--- src/rtl/div_unit_sequencer_if.sv ---
// Operation-type package and the issue-side interface of the iterative divider.
package div_unit_sequencer_pkg;
  typedef enum logic [1:0] {
    DIV  = 2'b00,
    DIVU = 2'b01,
    REM  = 2'b10,
    REMU = 2'b11
  } div_operation_t;
endpackage

interface div_unit_sequencer_if #(
  parameter int unsigned DATA_WIDTH = 32
);
  logic                                   clear_i;
  logic                                   data_valid_i;
  logic [DATA_WIDTH-1:0]                  dividend_i;
  logic [DATA_WIDTH-1:0]                  divisor_i;
  div_unit_sequencer_pkg::div_operation_t operation_i;
  logic [DATA_WIDTH-1:0]                  result_o;
  logic                                   data_valid_o;
  logic                                   divide_by_zero_o;
  logic                                   idle_o;

  modport master (
    output clear_i, data_valid_i, dividend_i, divisor_i, operation_i,
    input  result_o, data_valid_o, divide_by_zero_o, idle_o
  );

  modport slave (
    input  clear_i, data_valid_i, dividend_i, divisor_i, operation_i,
    output result_o, data_valid_o, divide_by_zero_o, idle_o
  );
endinterface

--- src/rtl/div_unit_sequencer.sv ---
// Radix-2 restoring divider for DIV/DIVU/REM/REMU with a fast path for
// divide-by-zero and signed overflow, and sign fix-up after iteration.
module div_unit_sequencer
  import div_unit_sequencer_pkg::*;
#(
  parameter int unsigned DATA_WIDTH = 32,
  parameter int unsigned CNT_WIDTH  = $clog2(DATA_WIDTH)
) (
  input logic                clk_i,
  input logic                rst_n_i,
  div_unit_sequencer_if.slave bus
);

  typedef enum logic [2:0] {
    IDLE,
    PREPARE,
    DIVIDE,
    RESTORE,
    DONE
  } state_t;

  state_t                state, state_next;
  logic [CNT_WIDTH-1:0]  cnt;
  logic [DATA_WIDTH-1:0] quo;
  logic [DATA_WIDTH-1:0] dsr;
  logic [DATA_WIDTH-1:0] rem;
  div_operation_t        op_q;
  logic                  quo_neg;
  logic                  rem_neg;
  logic                  dbz_q;
  logic [DATA_WIDTH-1:0] result_q;

  logic                  signed_in;
  logic                  div_zero;
  logic                  overflow;
  logic                  fast;
  logic [DATA_WIDTH-1:0] fast_result;
  logic                  signed_q;
  logic [DATA_WIDTH:0]   shifted;
  logic [DATA_WIDTH:0]   diff;
  logic                  last_iter;

  assign signed_in = ~bus.operation_i[0];
  assign div_zero  = (bus.divisor_i == '0);
  assign overflow  = signed_in && (bus.dividend_i == {1'b1, {(DATA_WIDTH-1){1'b0}}})
                     && (bus.divisor_i == '1);
  assign fast      = div_zero || overflow;
  assign signed_q  = ~op_q[0];
  assign last_iter = (cnt == CNT_WIDTH'(DATA_WIDTH - 1));

  // Bit 1 of the operation selects remainder; overflow gives dividend / zero.
  always_comb begin
    fast_result = '0;
    if (div_zero) begin
      fast_result = bus.operation_i[1] ? bus.dividend_i : '1;
    end else begin
      fast_result = bus.operation_i[1] ? '0 : bus.dividend_i;
    end
  end

  // The dividend register shifts out its MSB into the partial remainder while
  // quotient bits shift in at the bottom.
  assign shifted = {rem, quo[DATA_WIDTH-1]};
  assign diff    = shifted - {1'b0, dsr};

  always_ff @(posedge clk_i or negedge rst_n_i) begin
    if (!rst_n_i) begin
      state <= IDLE;
    end else begin
      state <= state_next;
    end
  end

  always_comb begin
    state_next = state;
    if (bus.clear_i) begin
      state_next = IDLE;
    end else begin
      case (state)
        IDLE:    if (bus.data_valid_i) state_next = fast ? DONE : PREPARE;
        PREPARE: state_next = DIVIDE;
        DIVIDE:  if (last_iter) state_next = RESTORE;
        RESTORE: state_next = DONE;
        DONE:    state_next = IDLE;
        default: state_next = IDLE;
      endcase
    end
  end

  always_ff @(posedge clk_i or negedge rst_n_i) begin
    if (!rst_n_i) begin
      cnt      <= '0;
      quo      <= '0;
      dsr      <= '0;
      rem      <= '0;
      op_q     <= DIV;
      quo_neg  <= 1'b0;
      rem_neg  <= 1'b0;
      dbz_q    <= 1'b0;
      result_q <= '0;
    end else if (bus.clear_i) begin
      cnt <= '0;
    end else begin
      case (state)
        IDLE: begin
          if (bus.data_valid_i) begin
            quo   <= bus.dividend_i;
            dsr   <= bus.divisor_i;
            op_q  <= bus.operation_i;
            dbz_q <= div_zero;
            if (fast) result_q <= fast_result;
          end
        end
        PREPARE: begin
          if (signed_q && quo[DATA_WIDTH-1]) quo <= -quo;
          if (signed_q && dsr[DATA_WIDTH-1]) dsr <= -dsr;
          quo_neg <= signed_q && (quo[DATA_WIDTH-1] ^ dsr[DATA_WIDTH-1]);
          rem_neg <= signed_q && quo[DATA_WIDTH-1];
          rem     <= '0;
          cnt     <= '0;
        end
        DIVIDE: begin
          if (!diff[DATA_WIDTH]) begin
            rem <= diff[DATA_WIDTH-1:0];
            quo <= {quo[DATA_WIDTH-2:0], 1'b1};
          end else begin
            rem <= shifted[DATA_WIDTH-1:0];
            quo <= {quo[DATA_WIDTH-2:0], 1'b0};
          end
          cnt <= cnt + CNT_WIDTH'(1);
        end
        RESTORE: begin
          if (op_q[1]) begin
            result_q <= rem_neg ? -rem : rem;
          end else begin
            result_q <= quo_neg ? -quo : quo;
          end
        end
        default: ;
      endcase
    end
  end

  assign bus.result_o         = result_q;
  assign bus.data_valid_o     = (state == DONE);
  assign bus.divide_by_zero_o = (state == DONE) && dbz_q;
  assign bus.idle_o           = (state == IDLE);

endmodule
--- src/flat_wrapper.sv ---
// flat-port wrapper written by rule: the top's interface ports become plain ports
module div_unit_sequencer_flat import div_unit_sequencer_pkg::*;
#(
  parameter int unsigned DATA_WIDTH = 32,
  parameter int unsigned CNT_WIDTH  = $clog2(DATA_WIDTH)
)
  (clk_i, rst_n_i, bus_clear_i, bus_data_valid_i, bus_dividend_i, bus_divisor_i, bus_operation_i, bus_result_o, bus_data_valid_o, bus_divide_by_zero_o, bus_idle_o);
  div_unit_sequencer_if #(.DATA_WIDTH(DATA_WIDTH)) bus_i ();
  input logic clk_i;
  input logic rst_n_i;
  input wire logic [$bits(bus_i.clear_i)-1:0] bus_clear_i;
  input wire logic [$bits(bus_i.data_valid_i)-1:0] bus_data_valid_i;
  input wire logic [$bits(bus_i.dividend_i)-1:0] bus_dividend_i;
  input wire logic [$bits(bus_i.divisor_i)-1:0] bus_divisor_i;
  input wire logic [$bits(bus_i.operation_i)-1:0] bus_operation_i;
  output wire logic [$bits(bus_i.result_o)-1:0] bus_result_o;
  output wire logic [$bits(bus_i.data_valid_o)-1:0] bus_data_valid_o;
  output wire logic [$bits(bus_i.divide_by_zero_o)-1:0] bus_divide_by_zero_o;
  output wire logic [$bits(bus_i.idle_o)-1:0] bus_idle_o;
  assign bus_i.clear_i = bus_clear_i;
  assign bus_i.data_valid_i = bus_data_valid_i;
  assign bus_i.dividend_i = bus_dividend_i;
  assign bus_i.divisor_i = bus_divisor_i;
  assign bus_i.operation_i = bus_operation_i;
  assign bus_result_o = bus_i.result_o;
  assign bus_data_valid_o = bus_i.data_valid_o;
  assign bus_divide_by_zero_o = bus_i.divide_by_zero_o;
  assign bus_idle_o = bus_i.idle_o;
  div_unit_sequencer #(.DATA_WIDTH(DATA_WIDTH), .CNT_WIDTH(CNT_WIDTH)) u_core (.clk_i(clk_i), .rst_n_i(rst_n_i), .bus(bus_i));
endmodule
--- config.mk ---
export PLATFORM = sky130hd
export DESIGN_NAME = div_unit_sequencer_flat
export DESIGN_NICKNAME = d
export VERILOG_FILES = /design/src/rtl/div_unit_sequencer_if.sv /design/src/rtl/div_unit_sequencer.sv /design/src/flat_wrapper.sv
export SDC_FILE = /design/constraint.sdc
export NUM_CORES = 1
export LEC_CHECK = 0
export ABC_AREA = 1
export BUFFER_PORTS_ARGS = -buffer_cell sky130_fd_sc_hd__buf_2
export CORE_UTILIZATION = 30
export CTS_CLUSTER_DIAMETER = 100
export CTS_CLUSTER_SIZE = 30
export DETAILED_ROUTE_END_ITERATION = 10
export SETUP_SLACK_MARGIN = 0.1
export SYNTH_ARGS = -nofsm -noshare
export SYNTH_HDL_FRONTEND = slang
export SYNTH_SLANG_ARGS = --single-unit
export TNS_END_PERCENT = 10
--- constraint.sdc ---
create_clock -name clk_i -period 6.9 [get_ports clk_i]
set_input_delay 1.38 -clock clk_i [delete_from_list [all_inputs] [get_ports clk_i]]
set_output_delay 1.38 -clock clk_i [all_outputs]
set_load 0.02 [all_outputs]
# Word-level counts from Yosys, hierarchy flattened
# Index checks and enable logic that the tools add are counted.
# W data, S select, Z words.
dict set report classes {
  n_eq_ne 13
  n_bitwise 4
  reduce_logical 21
  add_sub_neg 5
  muxes 25
}
# op count
set op_table {}
lappend op_table {{$mux W32} 13}
lappend op_table {{$pmux W32 S2} 3}
lappend op_table {{$neg A32 Y32} 3}
lappend op_table {{$pmux W32 S3} 1}
lappend op_table {{$eq A32 B32 Y1 const B} 2}
lappend op_table {{$sub A33 B32 Y33} 1}
lappend op_table {{$logic_not A32 Y1} 1}
lappend op_table {{$mux W3} 4}
lappend op_table {{$pmux W3 S4} 1}
lappend op_table {{$reduce_and A4 Y1} 3}
lappend op_table {{$pmux W5 S2} 1}
lappend op_table {{$eq A3 B2 Y1 const B} 2}
lappend op_table {{$logic_and A1 B1 Y1} 6}
lappend op_table {{$ne A2 B1 Y1 const B} 3}
lappend op_table {{$reduce_and A2 Y1} 3}
lappend op_table {{$reduce_bool A2 Y1} 3}
lappend op_table {{$reduce_bool A3 Y1} 2}
lappend op_table {{$add A5 B1 Y5 const B} 1}
lappend op_table {{$eq A5 B5 Y1 const B} 1}
lappend op_table {{$mux W5} 1}
lappend op_table {{$eq A3 B1 Y1 const B} 1}
lappend op_table {{$eq A3 B3 Y1 const B} 1}
lappend op_table {{$logic_not A3 Y1} 1}
lappend op_table {{$ne A3 B2 Y1 const B} 1}
lappend op_table {{7 further kinds} 9}
dict set report totals {
  reg_bits 141
  output_inout_bits 35
  inputBits 70
  elab_cells 78
}

# Longest topological paths before layout
dict set report logic_depth {
  word_depth 8
  depth_mapped 18
  depth_no_buf 17
}

# Least setup slack after synthesis
# OpenSTA, ideal clock, no wires.
dict set report synth_path {
  path_kind {reg2out}
  startpoint {reg u_core.state[2]}
  endpoint {out bus_divide_by_zero_o}
  stages_incl_launch_ff 3
  setup_slack_ps 4312
  required_time_ps 5520
  path_buffers 0
  arrival_ps 1208
  cell_sequence {dfrtp_1 -> inv_2 -> nor4_1}
}
dict set report synth_between {
  elab_chain_len 2
}
# item line
set synth_lines {}
lappend synth_lines {{start: declaration} div_unit_sequencer.sv:22} ;# state_t state, state_next;
lappend synth_lines {{start signal: assignment} div_unit_sequencer.sv:70} ;# state <= state_next;
lappend synth_lines {{$eq A3 B3 Y1} div_unit_sequencer.sv:146} ;# assign bus.divide_by_zero_o = (state == DONE) && dbz_q;
lappend synth_lines {{$logic_and A1 B1 Y1} div_unit_sequencer.sv:146}
lappend synth_lines {{end: declaration} flat_wrapper.sv:18} ;# output wire logic [$bits(bus_i.divide_by_zero_o)-1:0] bus_divide_by_zero_o;
# No other way between the ends.

# Worst setup path in the final report
dict set report layout_path {
  startpoint {in bus_divisor_i[15]}
  endpoint {reg u_core.result_q[2] (netlist: u_core.bus.result_o[2])}
}
dict set report layout_between {
  elab_chain_len 5
  word_cells_on_any_way 10
  cone_classes {eq/ne: 2; mux: 4; reduce/logical: 4}
}
# item line
set layout_lines {}
lappend layout_lines {{start: declaration} flat_wrapper.sv:14} ;# input wire logic [$bits(bus_i.divisor_i)-1:0] bus_divisor_i;
lappend layout_lines {{$logic_not A32 Y1 or $eq A32 B32 Y1 (tied branches)} {div_unit_sequencer.sv:44, div_unit_sequencer.sv:46}}
lappend layout_lines {{$mux W32 or $logic_and A1 B1 Y1 (tied branches)} {div_unit_sequencer.sv:54, div_unit_sequencer.sv:46}}
lappend layout_lines {{$mux W32 or $logic_or A1 B1 Y1 (tied branches)} {div_unit_sequencer.sv:111, div_unit_sequencer.sv:47}}
lappend layout_lines {{$mux W32 or $ne A2 B1 Y1 (tied branches)} -}
lappend layout_lines {{$pmux W32 S2 or $reduce_and A4 Y1 (tied branches)} -}
lappend layout_lines {{end signal: assignment} div_unit_sequencer.sv:111} ;# if (fast) result_q <= fast_result;
lappend layout_lines {{end signal: assignment} div_unit_sequencer.sv:134} ;# result_q <= rem_neg ? -rem : rem;
lappend layout_lines {{end signal: assignment} div_unit_sequencer.sv:136} ;# result_q <= quo_neg ? -quo : quo;
lappend layout_lines {{end: declaration} div_unit_sequencer.sv:31} ;# logic [DATA_WIDTH-1:0] result_q;
# Parallel ways exist; a longest one is shown, timed or not. The select of a mux whose other input is x is not followed.
# A chain may end at the register's enable or synchronous reset.

==> impl_metrics.toml <==
[global_routing]
antenna_found_initial = 1
grt_pass1_wl_um = 82560
gr-max-usage-layer = "met2"
grt_overflow = 0
grt_util_met3 = 0.02633
grt_max_degree = 77
use_met1 = 0.3194
first_global_vias = 14269
gr-usage-met2 = 0.3812
track_usage = 0.2382

[cts]
clk_pin_slew_ns = 0.06
cts_resized = 0
cts_hold_buf = 0
postCtsSetupBuffers = 0
cts_buffers = 17
cts_buffer_depth = 2
clkSinkCount = 141
clock_latency_ns = 0.45
h-tree-depth = 4
cts-root-buf = "clkbuf_16"
cts_tree = "yes"

[pwr]
p_leak_uw = 0.008044
power_density_nw_per_um2 = 391.2
irDropWorstVdd_v = 0.0001807

[detailed_routing]
wl_um = 53890
vias_per_cell = 5.245
detail_route.wl_per_cell_um = 18.49
num_vias = 15288
drc = 4
drtIter0Drc = 1681
ant_nets = 0
dr.pass1.iters = 9

[yosys]
synth_edf_count = 0
synth_nets = 2359
synth_area_leaders = "dfrtp_1 26%, nand2_1 21%, nand3_1 9.4%, inv_1 8.3%, nor2_1 6.1%"
ys_warn_count = 0
synth_ff_type = "dfrtp_1"
yosysTopAreaCell = "dfrtp_1"
synthSimpleGateAreaFrac = 0.4248
yosysUniqueCellTypes = 48
synthMuxAreaShare = 0
syn_inst = 2251
synth-compound-area-share = 0.1376
synth-async-reset-ratio = 1.000
ys_ff_latch = 141
synth_top_family_by_area = "simple AND/OR/NAND/NOR gates"
netlist_area_um2 = 13400
ys_seq_area_frac = 0.2634
synth_xor_area_frac = 0.02484
netlist.area_leader.share = 0.2634
synth_fa_ha_area_frac = 0.03605
avgSynthCellArea_um2 = 5.952

[floorplanning]
core_um2 = 44120
dieHeight_um = 213.3
placementRows = 77
die-area_um2 = 45510
die_w_um = 213.3
start_util = 0.3036
num_io_pins = 105

[job]
maxCapViolCount = 0

[worst_setup_path]
crit_path_top_delay_cell = "nand2_2"
crit_fanout = 52
critPathBufInv = 3
cp-end-kind = "register"
cp-start-kind = "primary input"
crit_arrival_ns = 4.31
crit_family = "simple AND/OR/NAND/NOR gates"
worstPathCellList = "buf_2 > nor2_1 > nand3_1 > nor2_1 > nand2_1 > nor2_1 > inv_1 > nand3_1 > nand2_2 > inv_2 > nand3_1 > nand2_1"
worst-setup-path-type = "primary input to register"
max_stage_delay_ns = 0.56
required_ns = 7.28

[timing]
rsz0062_at_grt = "no"
worst_pin_slew_ns = 1.162
hold_viol = 0
finalCritPeriodShare = 0.5703
max_clock_freq_mhz = 254.1
worst_clock_skew_ns = 0.01094
slew_viol_final = 0
relSlewSlack = 0.2158
setup_tns_ns = 0
finalSetupViolCount = 0
min_period_ns = 3.935
setup_ws_ns = 2.965

[outcome]
failed_checks = "design-rule violations"
status = "finished with violations"

[final_layout]
drive_gt1_frac = 0.08739
nNetsFinal = 2419
syn2layout_area_growth_pct = 12.36
most-common-layout-cells = "753 x nand2_1, 296 x inv_1, 251 x nand3_1, 216 x nor2_1, 141 x dfrtp_1"
diodes = 0
final_common_cell = "nand2_1"

[place]
pre_cts_slack_ns = 2.553
port_buffers = 104
finalWeightedCongestion = 0.9458
dpl.hpwl_um = 42370

[min_path]
hp-class = "register to register"
[routing by layer]
| layer | up-vias | share of wire |
|---|---|---|
| li1 | 7392 | - |
| met1 | 7139 | 0.43 |
| met2 | 643 | 0.45 |
| met3 | 112 | 0.069 |
| met4 | 2 | 0.048 |
| met5 | - | 0.00032 |
[cells in the mapped netlist (6+ instances only)]
library cell,instances
a21oi_1,86
a22oi_1,29
and2_1,6
buf_1,7
buf_2,22
clkbuf_1,37
dfrtp_1,141
ha_1,37
inv_1,296
inv_2,15
nand2_1,753
nand2_2,13
nand2_4,7
nand3_1,251
nand4_1,44
nor2_1,218
nor3_1,26
o211ai_1,18
o21ai_0,100
o21ai_1,10
o221ai_1,19
o22ai_1,26
xnor2_1,14
xor2_1,24
[metrics by stage]
| stage | power [µW] | util | cells | hold slack (ns) | cell area (µm²) |
|---|---|---|---|---|---|
| CTS | 5832 | 0.3412 | 2915 | 0.4856 | 15050 |
| finish | 5889 | 0.3412 | 2915 | 0.4785 | 15050 |
| global route | 6320 | 0.3412 | 2915 | 0.5104 | 15050 |
| detailed placement | 4759 | 0.3264 | 2884 | 0.4685 | 14400 |
| floorplan | 3694 | - | 2251 | 0.4711 | 13400 |
| global placement | 4737 | 0.3264 | 2884 | 0.4625 | 14400 |
[final timing paths]
check / start / endpoint / slack (ns) / cells after the start
worst max register to register: u_core.state[2] / u_core.quo[30] / 3.48 / 10
worst max-delay path: bus_divisor_i[15] / u_core.bus.result_o[2] / 2.96 / 12
worst min register to register: u_core.bus.result_o[21] / u_core.bus.result_o[21] / 0.48 / 2
max in group asynchronous: rst_n_i / u_core.bus.result_o[9] / 4.42 / 2
min in group asynchronous: rst_n_i / u_core.quo[7] / 0.99 / 1
worst min-delay path: u_core.bus.result_o[21] / u_core.bus.result_o[21] / 0.48 / 2
[kinds of logic after synthesis]
kind of cell	Yosys count
and+or+nand+nor	1340
buffers and inverters	386
AOI/OAI and AO/OA	308
DFF	141
xor gates and xnor gates	38
adders and majority gates	38
[worst register-to-register path, stage by stage, from the launching register on]
cell     delay, ns
dfrtp_1       0.54
inv_2         0.09
nand3_2       0.08
buf_4         0.43
nand2_2       0.65
o22ai_1       0.37
nor2_2        0.05
buf_4         0.24
inv_2         0.55
nor2_1        0.11
a22oi_1       0.21
[flip-flops by register name (all words and copies together) (netlist names)]
signal / count
u_core.bus.result_o: 32
u_core.cnt: 5
u_core.dbz_q: 1
u_core.dsr: 32
u_core.op_q: 2
u_core.quo: 32
u_core.quo_neg: 1
u_core.rem: 32
u_core.rem_neg: 1
u_core.state: 3
[power by group]
group	switching [µW]	total (µW)	internal, µW	leakage (µW)
Combinational	2430	3400	975	0.00593
Sequential	310	1430	1120	0.00180
Clock	404	1060	655	0.000313
Total	3140	5890	2750	0.00804
[cell type report]
type                            instances  area (µm²)
Clock inverter                          8       152.6
Fill cell                            4921       29070
Multi-Input combinational cell       1724        8356
Sequential cell                       141        3528
Timing Repair Buffer                  114       601.8
Tap cell                              592       740.7
Inverter                              313        1176
Clock buffer                           23       498.0
Power figures use the tool's default switching activity.
